## src/rtl/rb_reader.sv

```systemverilog
// Read-back sequencer: streams entries 0..N-1 of the synchronous result RAM out on a valid/ready port.
// Optional `RB_LAST_EN adds out_last_o, flagging the final beat of the batch.
//
// state  | meaning
// IDLE   | waiting for start_i
// READ   | issuing RAM reads while the output buffer has room
// DRAIN  | all reads issued, emptying the output buffer
// FIN    | one-cycle done pulse
module rb_reader #(
    parameter int ADDR_W = 5,
    parameter int DATA_W = 16
) (
    input  logic              clock_i,
    input  logic              reset_i,
    input  logic              start_i,
    input  logic [ADDR_W:0]   count_i,
    output logic              mem_re_o,
    output logic [ADDR_W-1:0] mem_addr_o,
    input  logic [DATA_W-1:0] mem_rdata_i,
    output logic [DATA_W-1:0] out_data_o,
    output logic              out_valid_o,
    input  logic              out_ready_i,
    output logic              busy_o,
    output logic              done_o
`ifdef RB_LAST_EN
    ,
    output logic              out_last_o
`endif
);

    localparam logic [1:0] S_IDLE  = 2'd0;
    localparam logic [1:0] S_READ  = 2'd1;
    localparam logic [1:0] S_DRAIN = 2'd2;
    localparam logic [1:0] S_FIN   = 2'd3;

    localparam logic [ADDR_W:0] N_MAX = {1'b1, {ADDR_W{1'b0}}};
    localparam logic [ADDR_W:0] ONE   = {{ADDR_W{1'b0}}, 1'b1};

    logic [1:0]        state_q, state_d;
    logic [ADDR_W:0]   n_q, n_d;
    logic [ADDR_W:0]   issue_q, issue_d;
    logic [ADDR_W:0]   popc_q, popc_d;
    logic [1:0]        occ_q, occ_d;
    logic              infl_q, infl_d;
    logic [DATA_W-1:0] ent0_q, ent0_d;
    logic [DATA_W-1:0] ent1_q, ent1_d;

    logic [DATA_W-1:0] e0, e1;
    logic [ADDR_W:0]   n_sat;
    logic [1:0]        tot, used;
    logic              valid, pop, re;

    // Queue order is stored entries then the read returning this cycle, so the
    // returning word can be presented immediately when nothing is stored.
    always_comb begin
        e0    = (occ_q != 2'd0) ? ent0_q : mem_rdata_i;
        e1    = (occ_q == 2'd2) ? ent1_q : mem_rdata_i;
        valid = (occ_q != 2'd0) | infl_q;
        pop   = valid & out_ready_i;
        tot   = occ_q + {1'b0, infl_q};
        used  = tot - {1'b0, pop};
        re    = (state_q == S_READ) && (used < 2'd2);
        n_sat = (count_i > N_MAX) ? N_MAX : count_i;
    end

    always_comb begin
        state_d = state_q;
        n_d     = n_q;
        issue_d = issue_q + {{ADDR_W{1'b0}}, re};
        popc_d  = popc_q + {{ADDR_W{1'b0}}, pop};
        occ_d   = used;
        infl_d  = re;
        ent0_d  = pop ? e1 : e0;
        ent1_d  = e1;
        case (state_q)
            S_IDLE: begin
                if (start_i) begin
                    n_d     = n_sat;
                    issue_d = '0;
                    popc_d  = '0;
                    state_d = (n_sat == '0) ? S_FIN : S_READ;
                end
            end
            S_READ: begin
                if (re && (issue_q + ONE == n_q)) begin
                    state_d = S_DRAIN;
                end
            end
            S_DRAIN: begin
                if (pop && (popc_q + ONE == n_q)) begin
                    state_d = S_FIN;
                end
            end
            default: state_d = S_IDLE;
        endcase
    end

    always_ff @(posedge clock_i) begin
        if (reset_i) begin
            state_q <= S_IDLE;
            n_q     <= '0;
            issue_q <= '0;
            popc_q  <= '0;
            occ_q   <= '0;
            infl_q  <= 1'b0;
            ent0_q  <= '0;
            ent1_q  <= '0;
        end else begin
            state_q <= state_d;
            n_q     <= n_d;
            issue_q <= issue_d;
            popc_q  <= popc_d;
            occ_q   <= occ_d;
            infl_q  <= infl_d;
            ent0_q  <= ent0_d;
            ent1_q  <= ent1_d;
        end
    end

    assign mem_re_o    = re;
    assign mem_addr_o  = (state_q == S_READ) ? issue_q[ADDR_W-1:0] : '0;
    assign out_valid_o = valid;
    assign out_data_o  = valid ? e0 : '0;
    assign busy_o      = (state_q != S_IDLE);
    assign done_o      = (state_q == S_FIN);
`ifdef RB_LAST_EN
    assign out_last_o  = valid && (popc_q + ONE == n_q);
`endif

endmodule

```

## config.mk

```make
export PLATFORM = sky130hd
export DESIGN_NAME = rb_reader
export DESIGN_NICKNAME = d
export VERILOG_FILES = /design/src/rtl/rb_reader.sv
export SDC_FILE = /design/constraint.sdc
export NUM_CORES = 1
export LEC_CHECK = 0
export CORE_AREA = 2 2 92 94
export DETAILED_ROUTE_END_ITERATION = 8
export DIE_AREA = 0 0 94 96
export DONT_BUFFER_PORTS = 1
export PLACE_DENSITY = 0.59
export SETUP_SLACK_MARGIN = 0.05
export SYNTH_ARGS = -nofsm -noshare
export SYNTH_HDL_FRONTEND = slang
export SYNTH_SLANG_ARGS = --single-unit
```

## constraint.sdc

```tcl
create_clock -name clock_i -period 6.3 [get_ports clock_i]
set_clock_uncertainty 0.2 [all_clocks]
set_input_delay 1.26 -clock clock_i [delete_from_list [all_inputs] [get_ports clock_i]]
set_output_delay 1.26 -clock clock_i [all_outputs]
set_load 0.005 [all_outputs]
```

==> results of run 1 <==
-- sequential cells by signal, indices dropped and copies added (netlist names) --
register,count
ent0_q,16
ent1_q,16
issue_q,6
n_q,6
popc_q,6
occ_q,2
state_q,2
infl_q,1
-- cell families after synthesis --
family                   after synthesis  share of synthesized area [%]
AND/OR/NAND/NOR                      148                           22.4
AO/OA/AOI/OAI                        108                           21.6
flip-flops                            55                           35.0
buffers and inverters                 39                           5.45
XOR/XNOR                              22                           6.13
multiplexers                          17                           5.41
adder cells (fa/ha/maj)               10                           3.98
-- worst max-delay path, cell delays in order (launching register included) --
cell	delay [ns]
dfxtp_1	0.87
or2_2	0.79
nand2_1	0.11
mux2i_1	0.15
ha_1	0.19
xor2_1	0.24
and2_1	0.25
-- cell usage after synthesis (all sizes together) (8+ instances only) --
cell type and number:
a21oi 27, a221oi 16, and2 10, clkbuf 27, dfxtp 55, ha 10
mux2i 17, nand2 70, nand3 8, nor2 19, o21ai 39, o21bai 17
or3 20, xnor2 12, xor2 10
-- per-layer routing --
layer,global-route usage (%),vias up
li1,-,1345
met3,3.60,7
met2,31.4,60
met4,4.35,0
met5,0,-
met1,21.5,1282
-- power groups by stage --
stage / Clock [mW] / Sequential [mW] / Combinational [mW]
finish: 0.208 / 0.461 / 0.375
global route: 0.231 / 0.470 / 0.428
CTS: 0.216 / 0.460 / 0.380
detailed placement: 0 / 0.469 / 0.379
global placement: 0 / 0.466 / 0.368
floorplan: 0 / 0.442 / 0.326
-- per-stage QoR --
| stage | worst slack [ns] | instances | util [%] |
|---|---|---|---|
| CTS | 1.92 | 481 | 40.2 |
| global placement | 2.29 | 473 | 39.0 |
| global route | 1.63 | 481 | 40.2 |
| floorplan | 2.18 | 399 | - |
| finish | 1.92 | 481 | 40.2 |
| detailed placement | 2.28 | 473 | 39.0 |
-- area by class of cell --
type	instances	area (um^2)	share of cell area, %
Clock buffer	5	68.8	2.13
Clock inverter	3	22.5	0.697
Inverter	6	22.5	0.697
Multi-Input combinational cell	305	1870	57.9
Sequential cell	55	1100	34.1
Tap cell	105	131	4.06
Timing Repair Buffer	2	15.0	0.464
-- how the worst max path moves through the flow --
stage / from / endpoint / slack [ns] / cells past startpoint
CTS: occ_q[1] / mem_re_o / 1.92 / 6
floorplan: out_ready_i / mem_re_o / 2.18 / 7
global route: occ_q[1] / mem_re_o / 1.63 / 6
finish: occ_q[1] / mem_re_o / 1.92 / 6
detailed placement: occ_q[1] / mem_re_o / 2.28 / 6
global placement: occ_q[1] / mem_re_o / 2.29 / 6
==> out/summary.txt, run 1 <==
Reg2Reg Depth = 10
Clock Latency Late Sink = 0.32 ns
Final ANT Viol Nets = 0
Syn Area/Cell = 7.88 um^2
initial antenna violation count = 0
clock network power share = 20.0%
Mapped Cells = 399
Synth warnings = 0
Synth top area share = 35.0%
Reg power frac = 44.1%
commonest non-fill, non-tap cell in the layout = nand2_1
FF-to-FF End = issue_q[5]
WHS = 0.246 ns
PD cells = 323 nW/um^2
Fin. Hold Viols = 0
P_leak = 1.23 nW
Post-DP HPWL = 4990 um
routability cong. = 0.885
fin crit share = 69.5%
Critical Path RT = 4.84 ns
CTS sink cnt = 55
antenna cells = 0
WHS Endpoint = ent1_q[8]
P_sw = 0.424 mW
Initial Utilization = 39.1%
CP Data Arrival Time = 2.92 ns
Design Power = 1.04 mW
Pre-Repair DR Iteration Count = 4
Hold Crit Start = ent1_q[8]
post-DR wirelength/cell = 16.0 um
hold path depth = 2
maxcap violations = 0
Cell variety after synth = 41
DRC viols = 0
final instance area = 3230 um^2
core footprint = 8050 um^2
status = finished clean
chip height = 96 um
Total Routing Usage GR = 17.5%
number of global-route vias before repair = 2519
hold crit path type = reg -> reg
fraction of layout cells with a size suffix above 1 = 3.19%
Reg clk slew, reported paths = 0.09 ns
switching share of power = 40.6%
total wire length = 7700 um
Post-synth ARST share = 0%
Longest Clk Path Bufs = 2
metal2 WL = 3800 um
Post-CTS Resized = 0
crit path launch type = flip-flop
uppermost routed layer = met4
Metal-1 WL = 3470 um
nets = 411
register area share after synthesis = 35.0%
Pint = 0.620 mW
cts hold-fix bufs = 0
CP Capture Type = output pin
R2R Setup Slk = 2.62 ns
Synth area leaders = dfxtp_1 35%, nand2_1 8.4%, o21ai_0 6.2%, mux2i_1 5.4%, a221oi_1 4.5%
critical path class = reg -> out
first-pass GRT wire length = 12600 um
worst-margin pin slew = 0.913 ns
Synth Register Bits = 55
Post-Place Cell Area = 3140 um^2
combinational group share of total power = 35.9%
clk root buf = clkbuf_8
EDFF count, synth = 0
Main synth FF type = dfxtp_1
CTS tree = done
pin count of the biggest net entering global routing = 50
most frequent cells in the layout = 70 x nand2_1, 55 x dfxtp_1, 39 x o21ai_0
setup_tns = 0 ns
Rel. slew slack = 39.1%
FMAX = 0.228 GHz
Cell Area, Synth = 3140 um^2
vias = 2694
fill count = 864
Die Wd = 94 um
I/O Buffers = 0
Yosys top cell by area = dfxtp_1
grt total ovfl = 0
1st-iter DRT viols = 87
IO Count = 51
setup bufs post-CTS = 0
Row Count = 33
crit path time final = 4.38 ns
synthesis-to-layout area growth = 2.83%
Synth Net Count = 435
area of the die = 9020 um^2
H-tree depth = 2
Crit Path Max Fanout = 49
worst r2r src = occ_q[1]
max-slew violations = 0
met3 routed WL = 359 um
unrepaired setup endpoints after global routing = false
Vias/cell = 5.60
total CTS buffers = 5
count of final setup violators = 0
Worst VDD drop = 129 uV
No activity file was read; power rests on OpenSTA's default activity.
==> inputs of run 2 (changes only) <==
==> constraint.sdc (replaced) <==
create_clock -name clock_i -period 4.3 [get_ports clock_i]
set_clock_uncertainty 0.2 [all_clocks]
set_input_delay 0.86 -clock clock_i [delete_from_list [all_inputs] [get_ports clock_i]]
set_output_delay 0.86 -clock clock_i [all_outputs]
set_load 0.005 [all_outputs]
==> out/summary.txt, run 2 (synthesis gave the netlist of run 1 again) <==
Rel. slew slack = 19.8%
Total Routing Usage GR = 16.9%
count of final setup violators = 0
setup bufs post-CTS = 0
unrepaired setup endpoints after global routing = false
clk root buf = clkbuf_8
Die Wd = 94 um
PD cells = 471 nW/um^2
R2R Setup Slk = 1.39 ns
Largest regs = ent0_q (16), ent1_q (16)
switching share of power = 40.2%
total CTS buffers = 5
initial antenna violation count = 0
cts hold-fix bufs = 0
clock network power share = 19.7%
Crit. Startpoint = occ_q[0]
chip height = 96 um
CTS sink cnt = 55
final instance area = 3240 um^2
grt total ovfl = 0
DRC viols = 0
Initial Utilization = 39.1%
CP max stage delay = 0.69 ns
H-tree depth = 2
FF-to-FF End = state_q[1]
Critical Path RT = 3.24 ns
worst-margin pin slew = 1.20 ns
most frequent cells in the layout = 70 x nand2_1, 55 x dfxtp_1, 39 x o21ai_0
post-DR wirelength/cell = 15.5 um
synthesis-to-layout area growth = 3.18%
CP Data Arrival Time = 2.07 ns
pin count of the biggest net entering global routing = 49
CP Cell Sequence = or2_2 -> nand2_1 -> mux2i_1 -> ha_1 -> xor2_1 -> and2_1
number of global-route vias before repair = 2482
vias = 2643
crit path launch type = flip-flop
Reg clk slew, reported paths = 0.11 ns
1st-iter DRT viols = 97
Post-DP HPWL = 5010 um
Row Count = 33
Pint = 0.915 mW
area taken by multi-input logic gates = 1870 um^2
Worst VDD drop = 170 uV
max-slew violations = 0
P_leak = 1.24 nW
Register Area = 1100 um^2
IO Count = 51
WHS = 0.247 ns
fill count = 858
CTS tree = done
Post-CTS Resized = 0
commonest non-fill, non-tap cell in the layout = nand2_1
Longest Clk Path Bufs = 2
Reg2Reg Depth = 7
Hold Crit Start = ent1_q[12]
status = finished clean
core footprint = 8050 um^2
maxcap violations = 0
routability cong. = 0.802
fin crit share = 72.9%
FMAX = 0.319 GHz
total wire length = 7480 um
P_sw = 0.614 mW
critical path class = reg -> out
antenna cells = 0
Vias/cell = 5.47
Fin. Hold Viols = 0
I/O Buffers = 0
Pre-Repair DR Iteration Count = 4
first-pass GRT wire length = 12200 um
worst r2r src = infl_q
Final ANT Viol Nets = 0
Reg power frac = 44.8%
hold crit path type = reg -> reg
crit path time final = 3.13 ns
nets = 413
combinational group share of total power = 35.5%
area of the die = 9020 um^2
Util after Layout = 40.3%
Crit Path Max Fanout = 19
setup_tns = 0 ns
Clock Latency Late Sink = 0.32 ns
fraction of layout cells with a size suffix above 1 = 3.70%
Setup crit end = mem_re_o
Critical-path top delay cell = dfxtp_1
CP Capture Type = output pin
Post-Place Cell Area = 3160 um^2
run 2: worst min-delay path by stage:
stage / to / slack (ns) / depth (start not counted)
final: ent1_q[12] / 0.25 / 2
after CTS: ent1_q[5] / 0.25 / 2
after floorplan: ent1_q[0] / 0.23 / 2
after global routing: ent1_q[2] / 0.26 / 2
after global placement: ent1_q[13] / 0.23 / 2
after detailed placement: ent1_q[5] / 0.23 / 2
run 2: area by class of cell:
class | count | area share [%]
Clock buffer | 5 | 2.12
Clock inverter | 3 | 0.578
Inverter | 6 | 0.694
Multi-Input combinational cell | 305 | 57.7
Sequential cell | 55 | 33.9
Tap cell | 105 | 4.05
Timing Repair Buffer | 4 | 0.926
run 2: worst max-delay path: cells and delay by family (launching register included):
kind / cells / cell delay, ns
XOR/XNOR: 1 / 0.25
multiplexers: 1 / 0.12
adder cells (fa/ha/maj): 1 / 0.18
flip-flops: 1 / 0.69
AND/OR/NAND/NOR: 3 / 0.53
run 2: power by group through the flow:
stage / clock network, mW / logic (mW) / registers (mW)
after detailed placement: 0 / 0.547 / 0.698
after floorplan: 0 / 0.478 / 0.648
final: 0.301 / 0.543 / 0.685
after CTS: 0.315 / 0.549 / 0.685
after global placement: 0 / 0.538 / 0.693
after global routing: 0.335 / 0.623 / 0.700
run 2: metal layers:
layer  vias to the layer above  part of all wire, %  global-route usage, %
met2                        55                   49                   30.7
met1                      1233                   46                   20.2
li1                       1348                    -                      -
met3                         7                  4.6                   4.07
met5                         -                    0                      0
met4                         0                 0.87                   4.11
run 2: metrics by stage:
step / setup WS (ns) / instances / total power, mW
floorplan: 0.982 / 399 / 1.13
global placement: 1.47 / 475 / 1.23
detailed placement: 1.42 / 475 / 1.25
CTS: 1.11 / 483 / 1.55
global route: 0.925 / 483 / 1.66
finish: 1.17 / 483 / 1.53
==> inputs of run 3 (changes only) <==
==> constraint.sdc (replaced) <==
create_clock -name clock_i -period 3.2 [get_ports clock_i]
set_clock_uncertainty 0.2 [all_clocks]
set_input_delay 0.64 -clock clock_i [delete_from_list [all_inputs] [get_ports clock_i]]
set_output_delay 0.64 -clock clock_i [all_outputs]
set_load 0.005 [all_outputs]
==> out/summary.txt, run 3 (synthesis gave the netlist of run 1 again) <==
status = finished clean
P_leak = 1.27 nW
CTS sink cnt = 55
hold crit path type = in -> reg
switching share of power = 38.3%
Critical-path top delay cell = dfxtp_1
WHS = 0.193 ns
P_sw = 0.820 mW
setup bufs post-CTS = 0
maxcap violations = 0
routability cong. = 0.849
Critical Path RT = 2.36 ns
count of final setup violators = 0
Post-CTS Resized = 0
Pint = 1.32 mW
H-tree depth = 2
chip height = 96 um
synthesis-to-layout area growth = 4.66%
unrepaired setup endpoints after global routing = false
fin crit share = 82.7%
Util after Layout = 40.9%
post-DR wirelength/cell = 15.1 um
Top Family by Delay on Critical Path = simple AND/OR/NAND/NOR gates
1st-iter DRT viols = 93
Design Power = 2.14 mW
worst slack at placement = 0.612 ns
Vias/cell = 5.49
critical path class = reg -> out
number of global-route vias before repair = 2449
total wire length = 7330 um
total CTS buffers = 5
met3 GRT Util = 3.29%
nets = 416
crit path launch type = flip-flop
Total Routing Usage GR = 16.2%
Reg power frac = 41.3%
Post-DP HPWL = 4930 um
pin count of the biggest net entering global routing = 49
FMAX = 0.378 GHz
final instance area = 3290 um^2
met1 Usage GRT = 20.6%
area of the die = 9020 um^2
IO Count = 51
CP Capture Type = output pin
Longest Clk Path Bufs = 2
CTS tree = done
Rel. slew slack = 40.3%
antenna cells = 0
most frequent cells in the layout = 70 x nand2_1, 55 x dfxtp_1, 39 x o21ai_0
Pre-Repair DR Iteration Count = 7
Final Instance Count excl. Fillers = 486
cts hold-fix bufs = 0
vias = 2670
DRC viols = 0
Crit Path Max Fanout = 3
Initial Utilization = 39.1%
Largest regs = ent0_q (16), ent1_q (16)
max-slew violations = 0
Fin. Hold Viols = 0
DP Cell Count = 478
Worst Path Buf+Inv = 0
core footprint = 8050 um^2
Reg clk slew, reported paths = 0.10 ns
Final ANT Viol Nets = 0
final setup margin = 0.555 ns
Die Wd = 94 um
fraction of layout cells with a size suffix above 1 = 4.20%
met2 Use GR = 28.5%
Post-Place Cell Area = 3180 um^2
first-pass GRT wire length = 11700 um
worst-margin pin slew = 0.895 ns
CP max stage delay = 0.33 ns
clk root buf = clkbuf_8
PD cells = 651 nW/um^2
layer with the highest usage = met2
Worst VDD drop = 257 uV
combinational group share of total power = 36.4%
clock network power share = 22.3%
I/O Buffers = 0
commonest non-fill, non-tap cell in the layout = nand2_1
setup_tns = 0 ns
crit path time final = 2.65 ns
CP Cell Sequence = or2_2 -> nand2_1 -> mux2i_1 -> ha_1 -> xor2_1 -> and2_1
CP Data Arrival Time = 1.81 ns
initial antenna violation count = 0
grt total ovfl = 0
Clock Latency Late Sink = 0.31 ns
Row Count = 33
==> run 3: power by group through the flow <==
stage	combinational (mW)	clock, mW	sequential (mW)
after floorplan	0.642	0	0.871
final	0.780	0.478	0.884
after global placement	0.771	0	0.896
after detailed placement	0.787	0	0.901
after CTS	0.789	0.489	0.885
after global routing	0.882	0.518	0.902
==> run 3: cell type report <==
class                      instances  area (um^2)
timing repair buffer               7         52.6
multi-input combinational        305         1870
sequential                        55         1100
fill                             810         4760
tap                              105          131
inverter                           6         22.5
clock buffer                       6         72.6
clock inverter                     2         38.8
==> run 3: path summary, 6_finish.rpt <==
check | startpoint | end | slack [ns] | cells after the start
worst min register to register | ent1_q[2] | ent1_q[2] | 0.25 | 2
worst max-delay path | occ_q[0] | mem_re_o | 0.55 | 6
worst max register to register | occ_q[0] | issue_q[5] | 0.60 | 10
worst min-delay path | reset_i | ent1_q[2] | 0.19 | 1
==> run 3: layer usage <==
metal,share of wire [%],vias to the layer above
met3,4.9,4
met5,0,-
met1,47,1255
li1,-,1355
met2,48,56
met4,0.56,0
